## config.mk

```make
export PLATFORM = sky130hd
export DESIGN_NAME = i2s_dac_transmitter
export DESIGN_NICKNAME = d
export VERILOG_FILES = /design/src/rtl/i2s_dac_transmitter.sv
export SDC_FILE = /design/constraint.sdc
export NUM_CORES = 1
export LEC_CHECK = 0
export ABC_AREA = 1
export BUFFER_PORTS_ARGS = -buffer_cell sky130_fd_sc_hd__buf_2
export CORE_MARGIN = 1.5
export CORE_UTILIZATION = 45
export CTS_CLUSTER_DIAMETER = 50
export DETAILED_ROUTE_END_ITERATION = 8
export PLACE_DENSITY = 0.73
export SETUP_SLACK_MARGIN = 0.5
export SLEW_MARGIN = 5
export SYNTH_ARGS = -nofsm -noshare
export SYNTH_HDL_FRONTEND = slang
export SYNTH_SLANG_ARGS = --single-unit
```

## constraint.sdc

```tcl
create_clock -name clk -period 1.65 [get_ports clk]
set_input_delay 0.33 -clock clk [delete_from_list [all_inputs] [get_ports clk]]
set_output_delay 0.33 -clock clk [all_outputs]
set_load 0.02 [all_outputs]
```

## src/rtl/i2s_dac_transmitter.sv

```systemverilog
// i2s_dac_transmitter: mono Philips I2S serializer for the on-dock audio DAC, with amplifier enable.
// Ports: clk/rst (sync active-high), enable (0 behaves as reset), sound (signed PCM sample, latched once per frame),
//        sample_req (one-clk pulse when sound is latched), bclk/lrclk/sdata (I2S, MSB first, 32-bit slots), pa_en.
module i2s_dac_transmitter #(
    parameter int clk_mhz        = 27,
    parameter int sample_rate_hz = 52734,
    parameter int w_sample       = 16,
    parameter int half_period    = (clk_mhz * 1000000 / (sample_rate_hz * 128)) > 1
                                   ? clk_mhz * 1000000 / (sample_rate_hz * 128) : 1
) (
    input  logic                clk,
    input  logic                rst,
    input  logic                enable,
    input  logic [w_sample-1:0] sound,
    output logic                sample_req,
    output logic                bclk,
    output logic                lrclk,
    output logic                sdata,
    output logic                pa_en
);
    localparam int dw = half_period > 1 ? $clog2(half_period) : 1;
    logic [dw-1:0]       div_q, div_d;
    logic [5:0]          bit_idx_q, bit_idx_d, idx_n;
    logic [w_sample-1:0] latched_q, latched_d, shifted;
    logic                bclk_q, bclk_d, lrclk_q, lrclk_d, sdata_q, sdata_d;
    logic                req_q, req_d, pa_en_q, pa_en_d, started_q, started_d;
    logic                tick, fall;
    always_comb begin
        tick      = div_q == dw'(half_period - 1);
        fall      = tick && bclk_q;
        // the first fall after reset presents bit 0 rather than advancing
        idx_n     = started_q ? bit_idx_q + 6'd1 : 6'd0;
        // slot bit s carries latched[w-s] for s in 1..w; s=0 and s>w shift everything out to 0
        shifted   = latched_q << (idx_n[4:0] - 5'd1);
        div_d     = tick ? '0 : div_q + 1'b1;
        bclk_d    = bclk_q ^ tick;
        bit_idx_d = fall ? idx_n : bit_idx_q;
        started_d = started_q | fall;
        lrclk_d   = fall ? idx_n[5] : lrclk_q;
        sdata_d   = fall ? shifted[w_sample-1] : sdata_q;
        req_d     = fall && idx_n == 6'd0;
        latched_d = req_d ? sound : latched_q;
        pa_en_d   = pa_en_q | (fall && started_q && idx_n == 6'd0);
    end
    always_ff @(posedge clk) begin
        if (rst || !enable) begin
            div_q     <= '0;
            bit_idx_q <= '0;
            latched_q <= '0;
            bclk_q    <= 1'b0;
            lrclk_q   <= 1'b0;
            sdata_q   <= 1'b0;
            req_q     <= 1'b0;
            pa_en_q   <= 1'b0;
            started_q <= 1'b0;
        end else begin
            div_q     <= div_d;
            bit_idx_q <= bit_idx_d;
            latched_q <= latched_d;
            bclk_q    <= bclk_d;
            lrclk_q   <= lrclk_d;
            sdata_q   <= sdata_d;
            req_q     <= req_d;
            pa_en_q   <= pa_en_d;
            started_q <= started_d;
        end
    end
    assign bclk       = bclk_q;
    assign lrclk      = lrclk_q;
    assign sdata      = sdata_q;
    assign sample_req = req_q;
    assign pa_en      = pa_en_q;
endmodule

```

# After elaboration in Yosys (flattened, before gate mapping)
# Index checks and enable logic that the tools add are counted.
dict set report totals {
  reg_bits 30
  memories 0
  input_bits 19
  mem_bits_rw 0
  out_inout_bits 5
  word_cells 26
  latch_bits 0
  romBits 0
}
dict set report classes {
  n_mul 0
  n_shift 1
  eq_ne 1
  n_div 0
  n_addsub 3
  order_cmp 0
  reduce_logical 8
  bitwise 3
  n_mux 1
}
# operator n
set op_table {}
lappend op_table {{$shl A16 B5 Y16} 1}
lappend op_table {{$add A6 B1 Y6 const B} 1}
lappend op_table {{$logic_not A6 Y1} 1}
lappend op_table {{$mux W6} 1}
lappend op_table {{$sub A5 B1 Y5 const B} 1}
lappend op_table {{$logic_and A1 B1 Y1} 4}
lappend op_table {{$add A2 B1 Y2 const B} 1}
lappend op_table {{$eq A2 B2 Y1 const B} 1}
lappend op_table {{$or A1 B1 Y1} 2}
lappend op_table {{$reduce_or A2 Y1} 1}
lappend op_table {{$logic_not A1 Y1} 1}
lappend op_table {{$logic_or A1 B1 Y1} 1}
lappend op_table {{$xor A1 B1 Y1} 1}

# Depth between registers and ports, before layout
# Gate-level depths: netlist (run 1).
dict set report depth {
  ltp_word 5
  ltp_mapped 13
  ltp_nobuf 12
}

# Least setup slack after synthesis (run 1)
# No wires, ideal clock.
dict set report synth_path {
  path_type {register to register}
  start {register bit_idx_q[0]}
  end {register latched_q[0]}
  setup_ns 0.113
  synth_period_minus_slack_ns 1.729
  path_stages_with_launch 12
  path_buffers 1
  setup_slack_ns -0.079
  t_arrival_ns 1.616
  required_ns 1.537
  path_cell_list {dfxtp_1 > ha_1 > nand2_1 > ha_1 > nand2_2 > clkinv_2 > nand3_4 > nor2_8 > inv_8 > buf_12 > nor2_2 > nor2_1}
}
dict set report synth_between {
  elab_chain_len 4
}
# element line
set synth_lines {}
lappend synth_lines {{start, declared} 23} ;# logic [5:0] bit_idx_q, bit_idx_d, idx_n;
lappend synth_lines {{start signal, assigned} 58} ;# bit_idx_q <= bit_idx_d;
lappend synth_lines {{$add A6 B1 Y6} 32} ;# idx_n = started_q ? bit_idx_q + 6'd1 : 6'd0;
lappend synth_lines {{$mux W6} 32}
lappend synth_lines {{$logic_not A6 Y1} 41} ;# req_d = fall && idx_n == 6'd0;
lappend synth_lines {{$logic_and A1 B1 Y1} 41}
lappend synth_lines {{end signal, assigned} 59} ;# latched_q <= latched_d;
lappend synth_lines {{end, declared} 24} ;# logic [w_sample-1:0] latched_q, latched_d, shifted;
# Every way passes these cells.
# A chain may end at the register's enable or synchronous reset.

# Worst setup path after layout (run 1)
dict set report layout_path {
  start {register bit_idx_q[1]}
  end {register latched_q[6]}
}
# The elaborated chain is that of the path after synthesis.

==> flow_summary.toml, run 1 <==
[power_and_ir_drop]
max-vdd-ir-drop_mv = 0.593
p_switching_w = 0.000262
p_leak_nw = 0.921
p_clk_frac = 0.347
p_seq_frac = 0.614
internal-power_w = 0.000874
comb_power_share = 0.038
p_per_area_nw_per_um2 = 555
switching_share = 0.231

[clock_network]
path_clk_slew_ns = 0.10
hold_buffers = 0
cts-root-buf = "clkbuf_4"
clockBufferDepth = 2
cts_tree = "built"
clkLatencyLatePin_ns = 0.34
cts_sinks = 29
htree_levels = 2
cts_buffers = 5

[floorplanning]
io_pins = 24
fp.coreArea_um2 = 3310
start_util = 0.468
die_area_um2 = 3810
num_rows = 21
dieWidth_um = 61.7
die_y_um = 61.7

[worst_setup_path]
cp.buffers_inverters = 2
crit_cells = 10
cp.required_ns = 1.87
path_max_fanout = 17
end_kind = "flop"
reg2reg_depth = 10
critPathTopFamily = "simple AND/OR/NAND/NOR gates"
crit_start = "bit_idx_q[1]"
cp_data_arrival_time_ns = 1.87
start_kind = "flop"
path_class = "flop to flop"
slowest_stage = "dfxtp_4"
r2r-start = "bit_idx_q[1]"
rrSetupSlack_ns = -0.002
r2r-end = "latched_q[6]"
crit_end = "latched_q[6]"
slowest_delay_ns = 0.38
cp_cell_sequence = "ha_4, nand2_4, ha_4, nand2_4, inv_4, nand3_4, nor2_8, inv_8, nor2_1, nor2_1"

[sta]
slew_violations = 0
slew_headroom = 0.840
fin_ws_ns = -0.00163
finalCriticalPeriod_ns = 1.65
tightest_slew_ns = 0.240
hold_viol_final = 0
timing.final.crit_share = 1.00
setup_violations = 1
timing.fmax_mhz = 605
tns_ns = -0.00163
fin_worst_skew_ns = 0.0152
grt_setup_unrepaired = "yes"

[yosys]
synth_compound_area_frac = 0.107
yosys.cell_types.count = 30
synth_xor_area_frac = 0
seq_area_frac_synth = 0.374
yosys_warnings = 0
synth-simple-area-share = 0.374
synth_top_family_by_area = "simple AND/OR/NAND/NOR gates"
synthesis.nets = 240
synth_seq_cells = 29
syn_area_um2 = 1550
synthMuxAreaShare = 0
syn_inst = 217
synthAdderAreaFrac = 0.0323
syn_avg_cell_area_um2 = 7.14

[global_routing]
grt-ovfl-total = 0
grt_pass1_wl_um = 5840
antenna_found_initial = 0
grt_pass1_vias = 1380
grt_max_degree = 26
grt_usage = 0.208

[drt]
wl_per_cell_um = 11.2
drtIter0Drc = 53
wl_um = 3370
vias = 1431
drt_first_pass_iters = 4
vias_per_cell = 4.77
ant_nets = 0
drc_errors = 0

[run_status]
failed_checks = "negative setup slack"
outcome = "finished with violations"

[placement]
dp_cells = 290
io_buffers = 23
hpwl_um = 2290
place_congestion = 0.787
place_area_um2 = 1840

[finish]
finalInstanceArea_um2 = 2050
fin_cells = 300
syn_to_final_growth_pct = 32.0
drive_above_1_share = 0.402
diodes = 0
nFillCells = 314
fin_nets = 277

[job]
maxCapViolCount = 0

[worst_hold_path]
hold_path_class = "input pin to flop"
==> cells in the mapped netlist (all sizes together) <==
master	instances	area, um^2
a21oi	8	40.0
buf	5	50.0
clkbuf	3	12.5
clkinv	1	5.00
dfxtp	29	581
ha	4	50.1
inv	26	105
nand2	45	181
nand3	20	128
nand3b	4	30.0
nand4	3	18.8
nor2	43	210
nor3	1	5.00
nor3b	1	7.51
o21ai	23	119
o21bai	1	7.51
==> flip-flops by register name, summed over array words and instances (netlist names) <==
name / flops
sdata: 1
sample_req: 1
started_q: 1
div_q: 2
bclk: 1
latched_q: 16
bit_idx_q: 6
pa_en: 1
==> worst min-delay path: stages <==
cell and delay [ns]:
buf_2 0.08, nor2_1 0.03, nor2_1 0.08
==> kinds of logic (layout without fill, tap and decap cells) <==
group,Yosys count,count (layout)
and+or+nand+nor,117,118
buffers and inverters,35,71
AOI/OAI and AO/OA,32,32
DFF,29,29
adders and majority gates,4,4
==> routing by layer <==
metal  GRT usage  vias up  share of wire
li1            -      768              -
met1       0.249      628           0.45
met2       0.349       25           0.49
met3      0.0621       10          0.035
met4      0.0851        0          0.020
met5           0        -              0
==> power groups by stage <==
stage	Sequential [W]	Clock, W	Combinational (W)
3_3_place_gp	0.000718	0	0.0000414
6_report	0.000698	0.000394	0.0000435
2_1_floorplan	0.000718	0	0.0000145
5_1_grt	0.000698	0.000441	0.0000477
3_5_place_dp	0.000718	0	0.0000424
4_1_cts	0.000702	0.000408	0.0000437
==> stage by stage <==
| stage | worst slack [ns] | utilization | power (W) | hold slack [ns] |
|---|---|---|---|---|
| final | -0.00163 | 0.618 | 0.00114 | 0.210 |
| after CTS | 0.000774 | 0.598 | 0.00115 | 0.204 |
| after global placement | 0.0645 | 0.554 | 0.000759 | 0.428 |
| after global routing | -0.0988 | 0.618 | 0.00119 | 0.210 |
| after detailed placement | 0.0269 | 0.554 | 0.000760 | 0.435 |
| after floorplan | 0.110 | - | 0.000732 | 0.413 |
==> area by class of cell <==
type / count / area, um^2 / share of cell area
timing repair buffer: 37 / 263 / 0.128
inverter: 27 / 116 / 0.0569
multi-input combinational: 154 / 958 / 0.469
sequential: 29 / 604 / 0.295
clock inverter: 1 / 5.00 / 0.00245
clock buffer: 6 / 41.3 / 0.0202
tap: 46 / 57.6 / 0.0281
==> layout by cell type (no fill, tap or decap), types with 5 or more instances in the layout <==
cell type  count
buf_6          8
nand3_2       12
a21oi_1        6
buf_2         18
nor2_1        31
buf_4         11
dfxtp_1       18
inv_1         23
nand3_1        6
nor2_2        10
nand2_1       37
clkbuf_4       5
o21ai_0        5
o21ai_1       15
dfxtp_2        7
==> what timing repair did <==
item / 4_1_cts / 5_1_grt
buffers inserted: 2 / 0
setup endpoints to repair: 28 / 31
pin swaps: 6 / 4
resized for setup: 25 / 23
gates cloned: 1 / 0
==> worst min path at each step <==
stage / start / to / slack, ns / cells past startpoint
2_1_floorplan: div_q[0] / div_q[0] / 0.41 / 1
5_1_grt: sound[9] / latched_q[9] / 0.21 / 3
3_5_place_dp: div_q[0] / div_q[0] / 0.44 / 1
6_report: sound[11] / latched_q[11] / 0.21 / 3
4_1_cts: sound[11] / latched_q[11] / 0.20 / 3
3_3_place_gp: div_q[0] / div_q[0] / 0.43 / 1
No activity file was read; power rests on OpenSTA's default activity.
==> inputs of run 2 (changes only) <==
- CORE_ASPECT_RATIO: unset -> 0.5
- CTS_BUF_LIST: unset -> sky130_fd_sc_hd__clkbuf_8
==> flow_summary.toml, run 2 (synthesis results as in run 1) <==
[power_and_ir_drop]
p_leak_nw = 0.957
internal-power_w = 0.00110
power_w = 0.00139
p_per_area_nw_per_um2 = 660
p_clk_frac = 0.461
max-vdd-ir-drop_mv = 0.370
switching_share = 0.211
p_switching_w = 0.000294
p_seq_frac = 0.504
comb_power_share = 0.035

[finish]
layout_commonest_cell = "nand2_1"
largest_reg_flops = 16
largest_register = "latched_q"
drive_above_1_share = 0.418
fin_util = 0.674
diodes = 0
finalInstanceArea_um2 = 2110
layout_common_cells = "nand2_1, nor2_1, inv_1"
fin_nets = 278
reg_top3 = "latched_q (16), bit_idx_q (6), div_q (2)"
syn_to_final_growth_pct = 36.3

[sta]
fin_ws_ns = 0.0195
hold_viol_final = 0
slew_violations = 0
fin_worst_skew_ns = 0.00462
timing.fmax_mhz = 613
grt_setup_unrepaired = "yes"
setup_violations = 0
timing.final.crit_share = 0.988
tns_ns = 0
finalCriticalPeriod_ns = 1.63
tightest_slew_ns = 0.365
slew_headroom = 0.756

[global_routing]
antenna_found_initial = 0
grt_usage = 0.199
grt-ovfl-total = 0
grt_pass1_vias = 1335
grt_max_degree = 18
grt_pass1_wl_um = 5800

[placement]
place_congestion = 0.852
pre_cts_slack_ns = 0.00529
hpwl_um = 2410
place_area_um2 = 1830
io_buffers = 23

[drt]
wl_per_cell_um = 11.9
drtIter0Drc = 56
vias_per_cell = 5.03
vias = 1490
drc_errors = 0
drt_first_pass_iters = 4
wl_um = 3520
ant_nets = 0

[clock_network]
clockBufferDepth = 2
hold_buffers = 0
path_clk_slew_ns = 0.06
htree_levels = 2
cts-root-buf = "clkbuf_8"
clkLatencyLatePin_ns = 0.28
cts_buffers = 5
cts_sinks = 29
cts_tree = "built"

[worst_setup_path]
end_kind = "flop"
start_kind = "flop"
path_max_fanout = 8
r2r-start = "bit_idx_q[1]"
rrSetupSlack_ns = 0.02
r2r-end = "latched_q[7]"
cp.required_ns = 1.87
cp_data_arrival_time_ns = 1.85
reg2reg_depth = 10
path_class = "flop to flop"

[job]
maxCapViolCount = 0

[floorplanning]
io_pins = 24
dieWidth_um = 86.0
fp.coreArea_um2 = 3140
num_rows = 14
start_util = 0.494
die_area_um2 = 3830
die_y_um = 44.5

[run_status]
outcome = "finished, final reports clean"

[worst_hold_path]
holdPathStages = 3
min_to = "latched_q[8]"
hold_path_class = "input pin to flop"
hold_start = "sound[8]"
-- run 2: changes by cell type in the layout (fill, tap and decap cells not counted), sizes merged --
| cell | change |
|---|---|
| buf | +1 |
| clkbuf | +2 |
| clkinv | +1 |
| inv | -1 |
| nor2 | -1 |
-- run 2: layout make-up --
cell class | count | area, um^2
repair buffers | 39 | 287
multi-input cells | 153 | 961
clock inverters | 1 | 5.00
inverters | 27 | 119
fillers | 255 | 1020
flip-flops and latches | 29 | 596
clock buffers | 7 | 96.3
well taps | 40 | 50.0
-- run 2: power groups by stage --
stage	clock network, W	registers, W	logic, W
final	0.000643	0.000702	0.0000494
after global routing	0.000682	0.000702	0.0000539
after CTS	0.000653	0.000703	0.0000457
after detailed placement	0	0.000718	0.0000439
after global placement	0	0.000718	0.0000422
after floorplan	0	0.000718	0.0000145
-- run 2: per-stage QoR --
stage,std cells,hold slack [ns]
after floorplan,217,0.413
after global placement,282,0.422
after detailed placement,282,0.441
after CTS,292,0.269
after global routing,296,0.282
final,296,0.274
-- run 2: worst max-delay path, stage by stage (launching register included) --
cell and delay [ns]:
dfxtp_4 0.36, ha_4 0.24, nand2_4 0.07, ha_4 0.14, nand2_4 0.06, clkinv_4 0.05, nand3_4 0.09, nor2_8 0.21
clkbuf_16 0.20, o21ai_1 0.06, nor2_1 0.08
-- run 2: how the worst max path moves through the flow --
stage               slack (ns)         start      endpoint
floorplan                 0.11  bit_idx_q[0]  latched_q[0]
global placement          0.06  bit_idx_q[0]         sdata
detailed placement       0.005  bit_idx_q[0]  latched_q[6]
CTS                       0.05  bit_idx_q[0]         sdata
global route             -0.05  bit_idx_q[1]  latched_q[6]
finish                    0.02  bit_idx_q[1]  latched_q[7]
-- run 2: routing by layer --
metal / part of all wire / vias to the layer above / track usage
met5: 0 / - / 0
met4: 0.0088 / 0 / 0.0871
met3: 0.042 / 3 / 0.0560
met2: 0.45 / 33 / 0.329
met1: 0.49 / 682 / 0.249
li1: - / 772 / -
-- run 2: timing repair --
action,in CTS,in global routing
resized for setup,18,22
setup endpoints to repair,27,27
gates cloned,0,1
pin swaps,6,13
buffers inserted,2,3
==> inputs of run 3 (changes only) <==
- GPL_TIMING_DRIVEN: unset -> 0
==> flow_summary.toml, run 3 (synthesis results as in run 1) <==
[floorplanning]
io_pins = 24
die_area_um2 = 3830
num_rows = 14
fp.coreArea_um2 = 3140
dieWidth_um = 86.0
die_y_um = 44.5
start_util = 0.494

[run_status]
outcome = "finished, final reports clean"

[worst_setup_path]
r2r-start = "bit_idx_q[1]"
rrSetupSlack_ns = 0.005
cp.required_ns = 1.82
reg2reg_depth = 11
cp_cell_sequence = "ha_4, nand2_4, ha_4, nand2_4, clkinv_4, nand3_4, nor2_8, inv_8, buf_12, nor2_2, nor2_1"
crit_end = "latched_q[2]"
path_class = "flop to flop"
cp_data_arrival_time_ns = 1.82
cp.buffers_inverters = 3
crit_cells = 11
slowest_stage = "dfxtp_4"
end_kind = "flop"
r2r-end = "latched_q[2]"
crit_start = "bit_idx_q[1]"
path_max_fanout = 10
start_kind = "flop"
critPathTopFamily = "simple AND/OR/NAND/NOR gates"
slowest_delay_ns = 0.35

[global_routing]
grt-ovfl-total = 0
grt_max_degree = 11
grt_pass1_vias = 1362
grt_usage = 0.210
grt_pass1_wl_um = 6100
antenna_found_initial = 0

[power_and_ir_drop]
max-vdd-ir-drop_mv = 0.373
internal-power_w = 0.00105
comb_power_share = 0.036
power_w = 0.00133
p_clk_frac = 0.437
p_leak_nw = 0.971
p_per_area_nw_per_um2 = 623
switching_share = 0.214
p_switching_w = 0.000285
p_seq_frac = 0.527

[drt]
drtIter0Drc = 132
wl_um = 3670
vias = 1508
wl_per_cell_um = 12.2
ant_nets = 0
drc_errors = 0
drt_first_pass_iters = 4
vias_per_cell = 5.01

[finish]
drive_above_1_share = 0.425
largest_register = "latched_q"
layout_commonest_cell = "nand2_1"
diodes = 0
fin_cells = 301
layout_common_cells = "nand2_1, nor2_1, inv_1"
largest_reg_flops = 16
reg_top3 = "latched_q (16), bit_idx_q (6), div_q (2)"
fin_util = 0.682
syn_to_final_growth_pct = 37.9
fin_nets = 284

[sta]
slew_headroom = 0.746
slew_violations = 0
grt_setup_unrepaired = "yes"
finalCriticalPeriod_ns = 1.65
fin_worst_skew_ns = 0.00136
fin_ws_ns = 0.00483
timing.fmax_mhz = 608
setup_violations = 0
hold_viol_final = 0
whs_ns = 0.258
timing.final.crit_share = 0.997
tightest_slew_ns = 0.380

[clock_network]
htree_levels = 2
cts_tree = "built"
clockBufferDepth = 2
cts_sinks = 29
path_clk_slew_ns = 0.06
clkLatencyLatePin_ns = 0.28
cts-root-buf = "clkbuf_8"
cts_buffers = 5
hold_buffers = 0

[placement]
place_congestion = 0.873
hpwl_um = 2330
io_buffers = 23
pre_cts_slack_ns = -0.0484
dp_cells = 280

[job]
maxCapViolCount = 0

[worst_hold_path]
hold_path_class = "input pin to flop"
run 3: cell types whose count changed in the layout (fill, tap and decap cells not counted), moves of 3 or more:
cell     delta
o21ai_1     +6
nand3_2     +3
o21ai_0     -5
buf_8       +4
run 3: worst min-delay path by stage:
stage | from | to | slack [ns] | cells after the start
3_3_place_gp | div_q[0] | div_q[0] | 0.42 | 1
5_1_grt | sound[15] | latched_q[15] | 0.26 | 3
3_5_place_dp | pa_en | pa_en | 0.44 | 2
2_1_floorplan | div_q[0] | div_q[0] | 0.41 | 1
4_1_cts | sound[15] | latched_q[15] | 0.26 | 3
6_report | sound[15] | latched_q[15] | 0.26 | 3
run 3: through the flow:
stage | TNS [ns] | cell area (um^2)
floorplan | 0 | 1650
global placement | -0.147 | 1820
detailed placement | -0.366 | 1820
CTS | -0.0268 | 2070
global route | -0.626 | 2140
finish | 0 | 2140
run 3: power groups by stage:
stage               Clock, W  Combinational [W]  Sequential [W]
finish              0.000582          0.0000480        0.000702
global route        0.000621          0.0000535        0.000702
CTS                 0.000593          0.0000459        0.000702
detailed placement         0          0.0000421        0.000718
global placement           0          0.0000408        0.000718
floorplan                  0          0.0000145        0.000718
run 3: layer usage:
layer	vias to the layer above	share of wire	global-route usage
met1	686	0.49	0.269
met4	0	0.013	0.0871
li1	779	-	-
met3	7	0.044	0.0560
met5	-	0	0
met2	36	0.45	0.343
run 3: worst reg2reg max path, delay by kind of cell, from the launching register on:
| kind | cells | cell delay (ns) |
|---|---|---|
| AND/OR/NAND/NOR | 6 | 0.53 |
| adder cells (fa/ha/maj) | 2 | 0.39 |
| flip-flops | 1 | 0.35 |
| buffers and inverters | 3 | 0.27 |
run 3: what timing repair did:
| item | 4_1_cts | 5_1_grt |
|---|---|---|
| endpoints found under the hold margin | 0 | 0 |
| setup buffers | 10 | 3 |
| cloned | 1 | 0 |
| setup endpoints to repair | 27 | 28 |
| pin swaps | 12 | 8 |
| gates resized for setup | 28 | 19 |
run 3: area by class of cell:
class | instances | area, um^2
Buffer | 8 | 87.6
Clock inverter | 1 | 3.75
Multi-Input combinational cell | 153 | 958
Tap cell | 40 | 50.0
Inverter | 27 | 119
Clock buffer | 6 | 82.6
Sequential cell | 29 | 593
Timing Repair Buffer | 37 | 244
Fill cell | 259 | 997
